**src/rtl/rv_imm_stage.sv**
```systemverilog
// rv_imm_stage -- decode-side stage: fetch -> immediate generator -> execute.
//
// Each instruction/PC pair accepted from fetch is decoded on the input path
// into a 64-bit sign-extended immediate and a 3-bit format code. The result
// goes into a two-entry skid buffer (main = head, skid = second). Because of
// the skid buffer, in_ready_o can be a flop and still sustain one transfer
// per cycle.
//
// Optional feature macro: RV_IMM_STAGE_JALR_EN
//   defined   : JALR (opcode 1100111) is decoded as I-format.
//   undefined : JALR is treated as an unmapped opcode (fmt 0, imm 0).
//
// Ports
//   clk_i        clock, rising edge
//   rst_i        asynchronous active-high reset
//   flush_i      synchronous flush, drops all buffered entries
//   in_valid_i   fetch presents an instruction
//   in_ready_o   stage can accept (registered)
//   in_instr_i   instruction word
//   in_pc_i      instruction PC
//   out_valid_o  head entry valid
//   out_ready_i  execute consumes head entry
//   out_instr_o  head instruction
//   out_pc_o     head PC
//   out_imm_o    head immediate (B/J in halfword units, unshifted)
//   out_fmt_o    head format: 0 none, 1 I, 2 S, 3 B, 4 U, 5 J

module rv_imm_gen (
  input  logic        [31:0] i_instr,
  output logic signed [63:0] o_imm,
  output logic        [2:0]  o_fmt
);

  function automatic logic signed [63:0] sext12(input logic [11:0] v);
    return {{52{v[11]}}, v};
  endfunction

  function automatic logic signed [63:0] sext20(input logic [19:0] v);
    return {{44{v[19]}}, v};
  endfunction

  function automatic logic signed [63:0] sext32(input logic [31:0] v);
    return {{32{v[31]}}, v};
  endfunction

  always_comb begin
    o_imm = '0;
    o_fmt = 3'd0;
    case (i_instr[6:0])
      7'b0000011, 7'b0010011: begin
        o_fmt = 3'd1;
        o_imm = sext12(i_instr[31:20]);
      end
      7'b0100011: begin
        o_fmt = 3'd2;
        o_imm = sext12({i_instr[31:25], i_instr[11:7]});
      end
      7'b1100011: begin
        // Halfword units: bit 0 of the byte offset is implicit.
        o_fmt = 3'd3;
        o_imm = sext12({i_instr[31], i_instr[7], i_instr[30:25], i_instr[11:8]});
      end
      7'b0110111, 7'b0010111: begin
        o_fmt = 3'd4;
        o_imm = sext32({i_instr[31:12], 12'b0});
      end
      7'b1101111: begin
        o_fmt = 3'd5;
        o_imm = sext20({i_instr[31], i_instr[19:12], i_instr[20], i_instr[30:21]});
      end
      default: begin
        o_fmt = 3'd0;
        o_imm = '0;
      end
    endcase
  end

endmodule

module rv_imm_stage #(
  parameter int PC_W = 64
) (
  input  logic            clk_i,
  input  logic            rst_i,
  input  logic            flush_i,
  input  logic            in_valid_i,
  output logic            in_ready_o,
  input  logic [31:0]     in_instr_i,
  input  logic [PC_W-1:0] in_pc_i,
  output logic            out_valid_o,
  input  logic            out_ready_i,
  output logic [31:0]     out_instr_o,
  output logic [PC_W-1:0] out_pc_o,
  output logic [63:0]     out_imm_o,
  output logic [2:0]      out_fmt_o
);

  typedef enum logic [1:0] {S_EMPTY, S_ONE, S_FULL} state_t;

  state_t r_state;
  state_t w_state_nxt;
  logic   r_in_ready;

  logic w_acc;
  logic w_pop;
  logic w_load_main_in;
  logic w_load_main_skid;
  logic w_load_skid;

  logic signed [63:0] w_gen_imm;
  logic        [2:0]  w_gen_fmt;
  logic signed [63:0] w_imm_p0;
  logic        [2:0]  w_fmt_p0;

  logic        [31:0]     r_main_instr_p1;
  logic        [PC_W-1:0] r_main_pc_p1;
  logic signed [63:0]     r_main_imm_p1;
  logic        [2:0]      r_main_fmt_p1;

  logic        [31:0]     r_skid_instr_p1;
  logic        [PC_W-1:0] r_skid_pc_p1;
  logic signed [63:0]     r_skid_imm_p1;
  logic        [2:0]      r_skid_fmt_p1;

  // ---- stage p0: decode on the input path ----
  rv_imm_gen u_gen (
    .i_instr (in_instr_i),
    .o_imm   (w_gen_imm),
    .o_fmt   (w_gen_fmt)
  );

`ifdef RV_IMM_STAGE_JALR_EN
  // The generator has no JALR mapping; the stage supplies the I-format result.
  always_comb begin
    w_imm_p0 = w_gen_imm;
    w_fmt_p0 = w_gen_fmt;
    if (in_instr_i[6:0] == 7'b1100111) begin
      w_fmt_p0 = 3'd1;
      w_imm_p0 = {{52{in_instr_i[31]}}, in_instr_i[31:20]};
    end
  end
`else
  assign w_imm_p0 = w_gen_imm;
  assign w_fmt_p0 = w_gen_fmt;
`endif

  assign w_acc = in_valid_i & r_in_ready;
  assign w_pop = (r_state != S_EMPTY) & out_ready_i;

  always_comb begin
    w_state_nxt      = r_state;
    w_load_main_in   = 1'b0;
    w_load_main_skid = 1'b0;
    w_load_skid      = 1'b0;
    if (flush_i) begin
      w_state_nxt = S_EMPTY;
    end else begin
      case (r_state)
        S_EMPTY: begin
          if (w_acc) begin
            w_state_nxt    = S_ONE;
            w_load_main_in = 1'b1;
          end
        end
        S_ONE: begin
          if (w_acc && w_pop) begin
            w_load_main_in = 1'b1;
          end else if (w_acc) begin
            w_state_nxt = S_FULL;
            w_load_skid = 1'b1;
          end else if (w_pop) begin
            w_state_nxt = S_EMPTY;
          end
        end
        S_FULL: begin
          // in_ready is low here, so only a pop can happen.
          if (w_pop) begin
            w_state_nxt      = S_ONE;
            w_load_main_skid = 1'b1;
          end
        end
        default: w_state_nxt = S_EMPTY;
      endcase
    end
  end

  always_ff @(posedge clk_i or posedge rst_i) begin
    if (rst_i) begin
      r_state    <= S_EMPTY;
      r_in_ready <= 1'b0;
    end else begin
      r_state    <= w_state_nxt;
      r_in_ready <= (w_state_nxt != S_FULL);
    end
  end

  // ---- stage p1: main (head) and skid registers ----
  always_ff @(posedge clk_i or posedge rst_i) begin
    if (rst_i) begin
      r_main_instr_p1 <= '0;
      r_main_pc_p1    <= '0;
      r_main_imm_p1   <= '0;
      r_main_fmt_p1   <= '0;
    end else if (!flush_i) begin
      if (w_load_main_in) begin
        r_main_instr_p1 <= in_instr_i;
        r_main_pc_p1    <= in_pc_i;
        r_main_imm_p1   <= w_imm_p0;
        r_main_fmt_p1   <= w_fmt_p0;
      end else if (w_load_main_skid) begin
        r_main_instr_p1 <= r_skid_instr_p1;
        r_main_pc_p1    <= r_skid_pc_p1;
        r_main_imm_p1   <= r_skid_imm_p1;
        r_main_fmt_p1   <= r_skid_fmt_p1;
      end
    end
  end

  always_ff @(posedge clk_i) begin
    if (w_load_skid) begin
      r_skid_instr_p1 <= in_instr_i;
      r_skid_pc_p1    <= in_pc_i;
      r_skid_imm_p1   <= w_imm_p0;
      r_skid_fmt_p1   <= w_fmt_p0;
    end
  end

  assign in_ready_o  = r_in_ready;
  assign out_valid_o = (r_state != S_EMPTY);
  assign out_instr_o = r_main_instr_p1;
  assign out_pc_o    = r_main_pc_p1;
  assign out_imm_o   = r_main_imm_p1;
  assign out_fmt_o   = r_main_fmt_p1;

endmodule

```
**config.mk**
```make
export PLATFORM = sky130hd
export DESIGN_NAME = rv_imm_stage
export DESIGN_NICKNAME = d
export VERILOG_FILES = /design/src/rtl/rv_imm_stage.sv
export SDC_FILE = /design/constraint.sdc
export NUM_CORES = 1
export LEC_CHECK = 0
export ABC_CLOCK_PERIOD_IN_PS = 10770
export CAP_MARGIN = 0
export CORE_MARGIN = 2
export CORE_UTILIZATION = 46
export CTS_BUF_LIST = sky130_fd_sc_hd__clkbuf_8
export CTS_CLUSTER_SIZE = 24
export DETAILED_ROUTE_END_ITERATION = 8
export PLACE_DENSITY = 0.86
export SLEW_MARGIN = 20
export SYNTH_ARGS = -nofsm -noshare
export SYNTH_HDL_FRONTEND = slang
export SYNTH_SLANG_ARGS = --single-unit
```
**constraint.sdc**
```tcl
create_clock -name clk_i -period 10.77 [get_ports clk_i]
set_clock_uncertainty 0.05 [all_clocks]
set_input_delay 1.6155 -clock clk_i [delete_from_list [all_inputs] [get_ports clk_i]]
set_output_delay 1.6155 -clock clk_i [all_outputs]
set_load 0.05 [all_outputs]
```
After elaboration in Yosys (flattened, before gate mapping):

Index checks and enable logic that the tools add are counted.
Widths: inputs -> output; s select.

* bits in registers: 329
* output and inout bits: 165

* eq/ne operators: 10
* muxes and demuxes: 27
* bitwise logic cells: 3
* reductions and logical operators: 7

Operators by type and width (count)
* $pmux 64 s5: 1
* $mux 64: 4
* $mux 32: 2
* $pmux 3 s5: 1
* $eq 7x5->1 const B: 2
* $eq 7x6->1 const B: 2
* $eq 7x7->1 const B: 2
* $mux 2: 6
* $mux 1: 9
* $eq 7x2->1 const B: 1
* $mux 3: 2
* $pmux 2 s3: 1
* $reduce_bool 2->1: 2
* $reduce_or 2->1: 2
* $and 1x1->1: 2
* $eq 2x1->1 const B: 1
* $eq 2x2->1 const B: 1
* $logic_not 2->1: 1
* $ne 2x2->1 const B: 1
* $pmux 1 s2: 1
* $reduce_and 2->1: 1
* $logic_and 1x1->1: 1
* $not 1->1: 1

Longest topological paths before layout:

Gate-level depths: netlist of run 1.

* depth after elaboration: 8
* gate-level depth with buffers: 7

Modules after synthesis:

From an unflattened synthesis of run 1, not the netlist that was laid out.

* cells, all modules: 844
* area, all modules: 14224.9 sq um

By module, submodules not included
* rv_imm_stage: times used 1, cells each 707, area each 13311.5 sq um, seq. area each 9048.7 sq um
* rv_imm_gen: times used 1, cells each 137, area each 913.4 sq um, seq. area each 0.0 sq um

Worst setup path after synthesis of run 1:

OpenSTA, ideal clock, no wires.

* path kind: input to register
* start: input port in_valid_i
* end: register r_skid_fmt_p1[0], enable pin
* arrival time: 10.703 ns
* required time: 9.936 ns
* setup slack: -0.766 ns
* stages on the path: 3
* path buffers: 0
* cell sequence: and3b_1 -> nand2_1 -> nor3_1

* longest elaborated chain between the ends: 5
* elaborated cells on any way between the ends: 6

RTL lines
* from (decl): line 86 `input logic in_valid_i,`
* $and 1x1->1 (*): line 147 `assign w_acc = in_valid_i & r_in_ready;`
* $mux 1 or $logic_and 1x1->1 (tied branches): line 168, 166
* $mux 1 (*): line 166 `if (w_acc && w_pop) begin`
* $mux 1 (*): line 158 `case (r_state)`
* $mux 1 (*): line 155 `if (flush_i) begin`
* via w_load_skid: line 108 `logic w_load_skid;`
* to (signal assigned): line 224 `r_skid_fmt_p1 <= w_fmt_p0;`
* to (decl): line 123 `logic [2:0] r_skid_fmt_p1;`

The timed path passes the listed nets; every way through them passes the cells marked *.
A chain may end at the register's enable or synchronous reset.

Worst setup path after layout of run 1:

* start: input port out_ready_i
* end: register r_main_imm_p1[19], in the netlist out_imm_o[19]

* longest elaborated chain between the ends: 7
* elaborated cells on any way between the ends: 11

RTL lines
* from (decl): line 91 `input logic out_ready_i,`
* $and 1x1->1 (*): line 148 `assign w_pop = (r_state != S_EMPTY) & out_ready_i;`
* $logic_and 1x1->1: line 166
* $mux 1: line 166
* $pmux 1 s2: line 158
* $mux 1: line 155
* $reduce_bool 2->1 (no source line)
* $reduce_and 2->1 (no source line)
* to (signal assigned): line 208 `r_main_imm_p1 <= w_imm_p0;`
* to (signal assigned): line 213 `r_main_imm_p1 <= r_skid_imm_p1;`
* to (decl): line 117 `logic signed [63:0] r_main_imm_p1;`

Mark *: on every way between the ends. The rest lies on a longest branch, timed or not.

==> out/results.ini, run 1 <==
[placement]
place_ws_ns=5.98
dpl.hpwl_um=16800
place.gp.congestion=0.807
numPortBuffers=265

[setup_path]
slowest_stage=and3_4
worst-path-max-fanout=73
critPathArrivalTime_ns=4.69
start_kind=primary input
critical_path_class=primary input to flop
end_kind=flop
cp_data_required_time_ns=11.19
path_cells=clkdlybuf4s50_1 -> nand2b_1 -> and3_4 -> buf_4 -> o211ai_2 -> nand3_1
cpPeakStageDelay_ns=0.73

[finish]
n_antenna_cell=0
drive_above_1_share_pct=7.58
layout.nets=1147
syn_to_final_growth_pct=32.3

[pwr]
power_density_nw_per_um2=195
leakagePower_nw=5.89
max-vdd-ir-drop_mv=0.127

[global_route]
grt_busiest_layer=met2
use_met3_pct=4.25
use_met1_pct=29.2
grt_max_degree=84
grt_pass1_wl_um=41300
gr-usage-met2_pct=34.2
grt_pass1_vias=7607
antenna_found_initial=0
grt-ovfl-total=0
track_usage_pct=21.4

[synth]
syn-cell-area_um2=10600
avgSynthCellArea_um2=12.9
ys_seq_elements=265
synth_ff_type=dfrtp_1
synth_edf_count=131
synth_nets=919
ys_types=41
ys_seq_area_share_pct=68.9
syn_inst=818
async_flop_share_pct=50.6
ys_warn_count=0

[sta]
maxSlewViolCount=0
finalWorstSetupSlack_ns=6.49
timing.final.hold_violations=0
max_freq_ghz=0.234
relSlewSlack_pct=32.6
timing.final.crit_share_pct=39.7
rsz0062_at_grt=false
worst_pin_slew_ns=1.01
setup_tns_ns=0
setup-violations-final=0
period_minus_slack_ns=4.28

[hold_path]
min_path_type=flop to flop

[die]
rows=55
boundaryPins=266
dieArea_um2=24200
die_w_um=156
coreArea_um2=22600
start_util_pct=46.7
die_y_um=156

[cts]
cts_buffers=44
cts_resized=0
insertion_delay_ns=0.54
cts_buffer_depth=3
clk_pin_slew_ns=0.07
clock_sinks=265
cts_tree=done
holdBufCountCts=0
post-cts-setup-buffers=0
cts-root-buf=clkbuf_8
h-tree-depth=2

[drt]
avgRoutedWirePerCell_um=19.4
drt-total-wl_um=26500
drt_iter0_drc=613
first_pass_iters=5
vias=7510
ant_nets=0
drt-vias-per-instance=5.49
drc=0

[outcome]
outcome=complete, no violations

[flow_run]
maxCapViolCount=0

[report_power, final]
group	internal, mW	leakage [nW]	switching (mW)
combinational	0.218	2.56	0.451
sequential	1.15	2.84	0.0502
clock	0.464	0.501	0.397
total	1.83	5.89	0.898
[registers in the layout, indices dropped and copies added, names as in the netlist]
name and flops:
r_skid_pc_p1 64, out_instr_o 32, out_imm_o 32, r_skid_imm_p1 32, out_pc_o 64, r_state 2
r_skid_instr_p1 32, in_ready_o 1, r_skid_fmt_p1 3, out_fmt_o 3
[metal layers]
| layer | vias up | wire [um] |
|---|---|---|
| met3 | 61 | 1740 |
| met5 | - | 0 |
| met2 | 310 | 12800 |
| li1 | 3418 | - |
| met1 | 3721 | 11200 |
| met4 | 0 | 826 |
[synthesized netlist by cell type (2+ instances only)]
master	count	area, um^2
a211oi_1	3	22.5
a21o_1	30	225
a221o_1	11	110
a22o_1	18	158
a22oi_1	95	713
a31oi_1	3	18.8
a32oi_1	13	114
and3_1	3	18.8
buf_2	26	130
buf_4	43	323
buf_6	4	45.0
clkbuf_1	17	63.8
dfrtp_1	134	3350
edfxtp_1	131	3930
inv_1	5	18.8
mux2i_1	14	140
nand2_1	209	785
nand2b_1	2	12.5
nand3_1	12	60.1
nor2_1	6	22.5
nor2b_1	4	25.0
nor3_1	3	15.0
nor4b_1	4	35.0
o21ai_0	8	40.0
or2_2	3	18.8
xnor2_1	2	17.5
[metrics by stage]
step / power [mW] / instances / hold WS [ns] / utilization [%] / area (um^2)
after CTS: 2.75 / 1367 / 0.398 / 61.8 / 14000
after global placement: 1.87 / 1285 / 0.391 / 57.9 / 13100
after global routing: 2.83 / 1367 / 0.426 / 61.8 / 14000
final: 2.73 / 1367 / 0.400 / 61.8 / 14000
after detailed placement: 1.89 / 1285 / 0.396 / 57.9 / 13100
after floorplan: 1.63 / 818 / 0.386 / - / 10600
[cell families (layout without fill, tap and decap cells)]
group | count (synthesis) | after routing | synth area share [%]
flops | 265 | 265 | 68.9
simple gates | 255 | 255 | 10.2
compound gates | 187 | 187 | 13.9
buf+inv | 95 | 359 | 5.49
mux | 14 | 14 | 1.32
xor+xnor | 2 | 2 | 0.166
[cells in the final DEF (no fill, tap or decap), types with 14 or more instances in the layout]
cell type,n
mux2i_1,14
nand2_1,209
clkdlybuf4s50_1,265
inv_1,20
a22oi_1,95
a22o_1,18
dfrtp_1,134
a21o_1,30
clkbuf_8,52
edfxtp_1,131
[area by class of cell]
| cell class | instances | area [um^2] |
|---|---|---|
| Clock inverter | 30 | 156 |
| Multi-Input combinational cell | 458 | 2750 |
| Tap cell | 285 | 357 |
| Timing Repair Buffer | 272 | 2710 |
| Fill cell | 1707 | 8650 |
| Sequential cell | 265 | 7290 |
| Clock buffer | 52 | 716 |
| Inverter | 5 | 23.8 |
[path summary, 6_finish.rpt]
kind	startpoint	end	slack, ns	depth (start not counted)
max	out_ready_i	out_imm_o[19]	6.49	6
min	r_skid_instr_p1[18]	out_instr_o[18]	0.40	2
max reg2reg	r_state[1]	out_imm_o[19]	7.70	5
min reg2reg	r_skid_instr_p1[18]	out_instr_o[18]	0.40	2
max in group asynchronous	rst_i	out_pc_o[20]	7.77	3
min in group asynchronous	rst_i	out_pc_o[7]	1.46	2
[critical path: cells and delay by family]
kind / cells / cell delay [ns]
AOI/OAI and AO/OA: 1 / 0.42
buffers and inverters: 2 / 1.31
and+or+nand+nor: 3 / 1.20
No activity file was read; power rests on OpenSTA's default activity.
==> run 2, diff against run 1 <==
- ABC_CLOCK_PERIOD_IN_PS: 10770 -> 4400
- CORE_UTILIZATION: 46 -> 50
- PLACE_DENSITY: 0.86 -> 0.88
- clock period: 10.77 -> 4.4 ns (I/O delays scaled with it)
==> out/results.ini, run 2 (synthesized netlist as in run 1, its figures left out) <==
[drt]
avgRoutedWirePerCell_um=19.4  ; about the same
drt-vias-per-instance=5.52  ; was 5.49
vias=7474  ; was 7510
drc=0  ; unchanged
ant_nets=0  ; unchanged
first_pass_iters=5  ; unchanged
drt-total-wl_um=26300  ; was 26500 um
drt_iter0_drc=494  ; was 613

[placement]
dp_cells=1278  ; was 1285
numPortBuffers=265  ; unchanged
dpl.hpwl_um=16800  ; about the same
place_area_um2=13200  ; was 13100 um^2
place.gp.congestion=0.827  ; was 0.807

[die]
die_w_um=149  ; was 156 um
start_util_pct=50.6  ; was 46.7%
dieArea_um2=22300  ; was 24200 um^2
coreArea_um2=20900  ; was 22600 um^2
boundaryPins=266  ; unchanged
rows=53  ; was 55
die_y_um=149  ; was 156 um

[cts]
clock_sinks=265  ; unchanged
cts-root-buf=clkbuf_8  ; unchanged
holdBufCountCts=0  ; unchanged
clk_pin_slew_ns=0.06  ; was 0.07 ns
insertion_delay_ns=0.54  ; about the same
post-cts-setup-buffers=0  ; unchanged
cts_resized=0  ; unchanged
h-tree-depth=2  ; unchanged
cts_buffers=42  ; was 44
cts_buffer_depth=3  ; unchanged
cts_tree=done  ; unchanged

[setup_path]
critical_path_class=flop to output port  ; was primary input to flop
crit_family=buffers and inverters  ; unchanged
cpPeakStageDelay_ns=0.97  ; was 0.73 ns
start_kind=flop  ; was primary input
worst-path-max-fanout=34  ; was 73
critPathArrivalTime_ns=2.43  ; was 4.69 ns
end_kind=output port  ; was flop
slowest_stage=clkdlybuf4s50_1  ; was and3_4
path_cells=clkdlybuf4s50_1  ; was clkdlybuf4s50_1 -> nand2b_1 -> and3_4 -> buf_4 -> o211ai_2 -> nand3_1
cp_data_required_time_ns=3.69  ; was 11.19 ns
crit_buf_inv=1  ; was 2

[sta]
max_freq_ghz=0.319
setup-violations-final=0  ; unchanged
maxSlewViolCount=0  ; unchanged
relSlewSlack_pct=38.3  ; was 32.6%
worst_pin_slew_ns=0.926  ; was 1.01 ns
timing.final.hold_violations=0  ; unchanged
period_minus_slack_ns=3.14
rsz0062_at_grt=false  ; unchanged
timing.final.crit_share_pct=71.3

[global_route]
use_met1_pct=32.5  ; was 29.2%
use_met3_pct=4.24  ; was 4.25%
gr-usage-met2_pct=36.7  ; was 34.2%
grt_max_degree=132  ; was 84
grt_busiest_layer=met2  ; unchanged
grt_pass1_wl_um=40900  ; was 41300 um
grt-ovfl-total=0  ; unchanged
antenna_found_initial=0  ; unchanged
track_usage_pct=23.3  ; was 21.4%
grt_pass1_vias=7494  ; was 7607

[finish]
layout.nets=1148  ; was 1147
layout_common_cells=265 x clkdlybuf4s50_1, 209 x nand2_1, 134 x dfrtp_1  ; unchanged
layout_commonest_cell=clkdlybuf4s50_1  ; unchanged
n_antenna_cell=0  ; unchanged
final_cells=1353  ; was 1367
drive_above_1_share_pct=7.70  ; was 7.58%
stdcell_area_um2=14000  ; about the same
syn_to_final_growth_pct=32.5  ; was 32.3%

[flow_run]
maxCapViolCount=0  ; unchanged

[pwr]
max-vdd-ir-drop_mv=0.272  ; was 0.127 mV
power_density_nw_per_um2=471  ; was 195 nW/um^2
finalPower_mw=6.60  ; was 2.73 mW
leakagePower_nw=5.92  ; was 5.89 nW

[outcome]
outcome=complete, no violations  ; unchanged

[hold_path]
min_path_type=flop to flop  ; unchanged

[run 2: cell types whose count changed in the layout (fill, tap and decap cells not counted), sizes merged]
| cell | delta |
|---|---|
| buf | +3 |
| bufinv | -1 |
| clkbuf | +1 |
| clkinv | -4 |
| clkinvlp | -2 |
| inv | -1 |
[run 2: cell type report]
cell class	instances	area [um^2]
Clock buffer	53	729
Clock inverter	22	93.8
Fill cell	1523	6870
Inverter	5	23.8
Multi-Input combinational cell	458	2750
Sequential cell	265	7290
Tap cell	275	344
Timing Repair Buffer	275	2790
[run 2: routing by layer]
| layer | wire (um) | vias up |
|---|---|---|
| li1 | - | 3420 |
| met1 | 11200 | 3708 |
| met2 | 12600 | 281 |
| met3 | 1510 | 65 |
| met4 | 965 | 0 |
| met5 | 0 | - |
[run 2: worst min-delay path, cell delays in order, from the launching register on]
cell	delay [ns]
edfxtp_1	0.32
a22oi_1	0.06
nand2_1	0.06
[run 2: power by group]
group          switching (mW)  internal [mW]  leakage, nW  total (mW)
sequential              0.118           2.81         2.84        2.93
combinational            1.11          0.542         2.59        1.65
clock                   0.933           1.08        0.485        2.02
[run 2: worst paths after layout]
kind,start,endpoint,slack [ns],cells past startpoint
worst min-delay path,r_skid_instr_p1[17],out_instr_o[17],0.41,2
worst min register to register,r_skid_instr_p1[17],out_instr_o[17],0.41,2
max in group asynchronous,rst_i,out_pc_o[4],2.87,3
min in group asynchronous,rst_i,out_pc_o[60],0.61,2
worst max-delay path,out_imm_o[62],out_imm_o[60],1.26,1
worst max register to register,r_state[0],out_imm_o[0],2.07,5
[run 2: through the flow]
step	hold slack, ns	setup WS [ns]	setup TNS [ns]	utilization, %
final	0.406	1.26	0	67.1
after global placement	0.389	1.33	0	63.2
after detailed placement	0.396	1.29	0	63.2
after floorplan	0.386	-0.174	-22.85	-
after CTS	0.412	1.20	0	67.1
after global routing	0.425	1.11	0	67.1
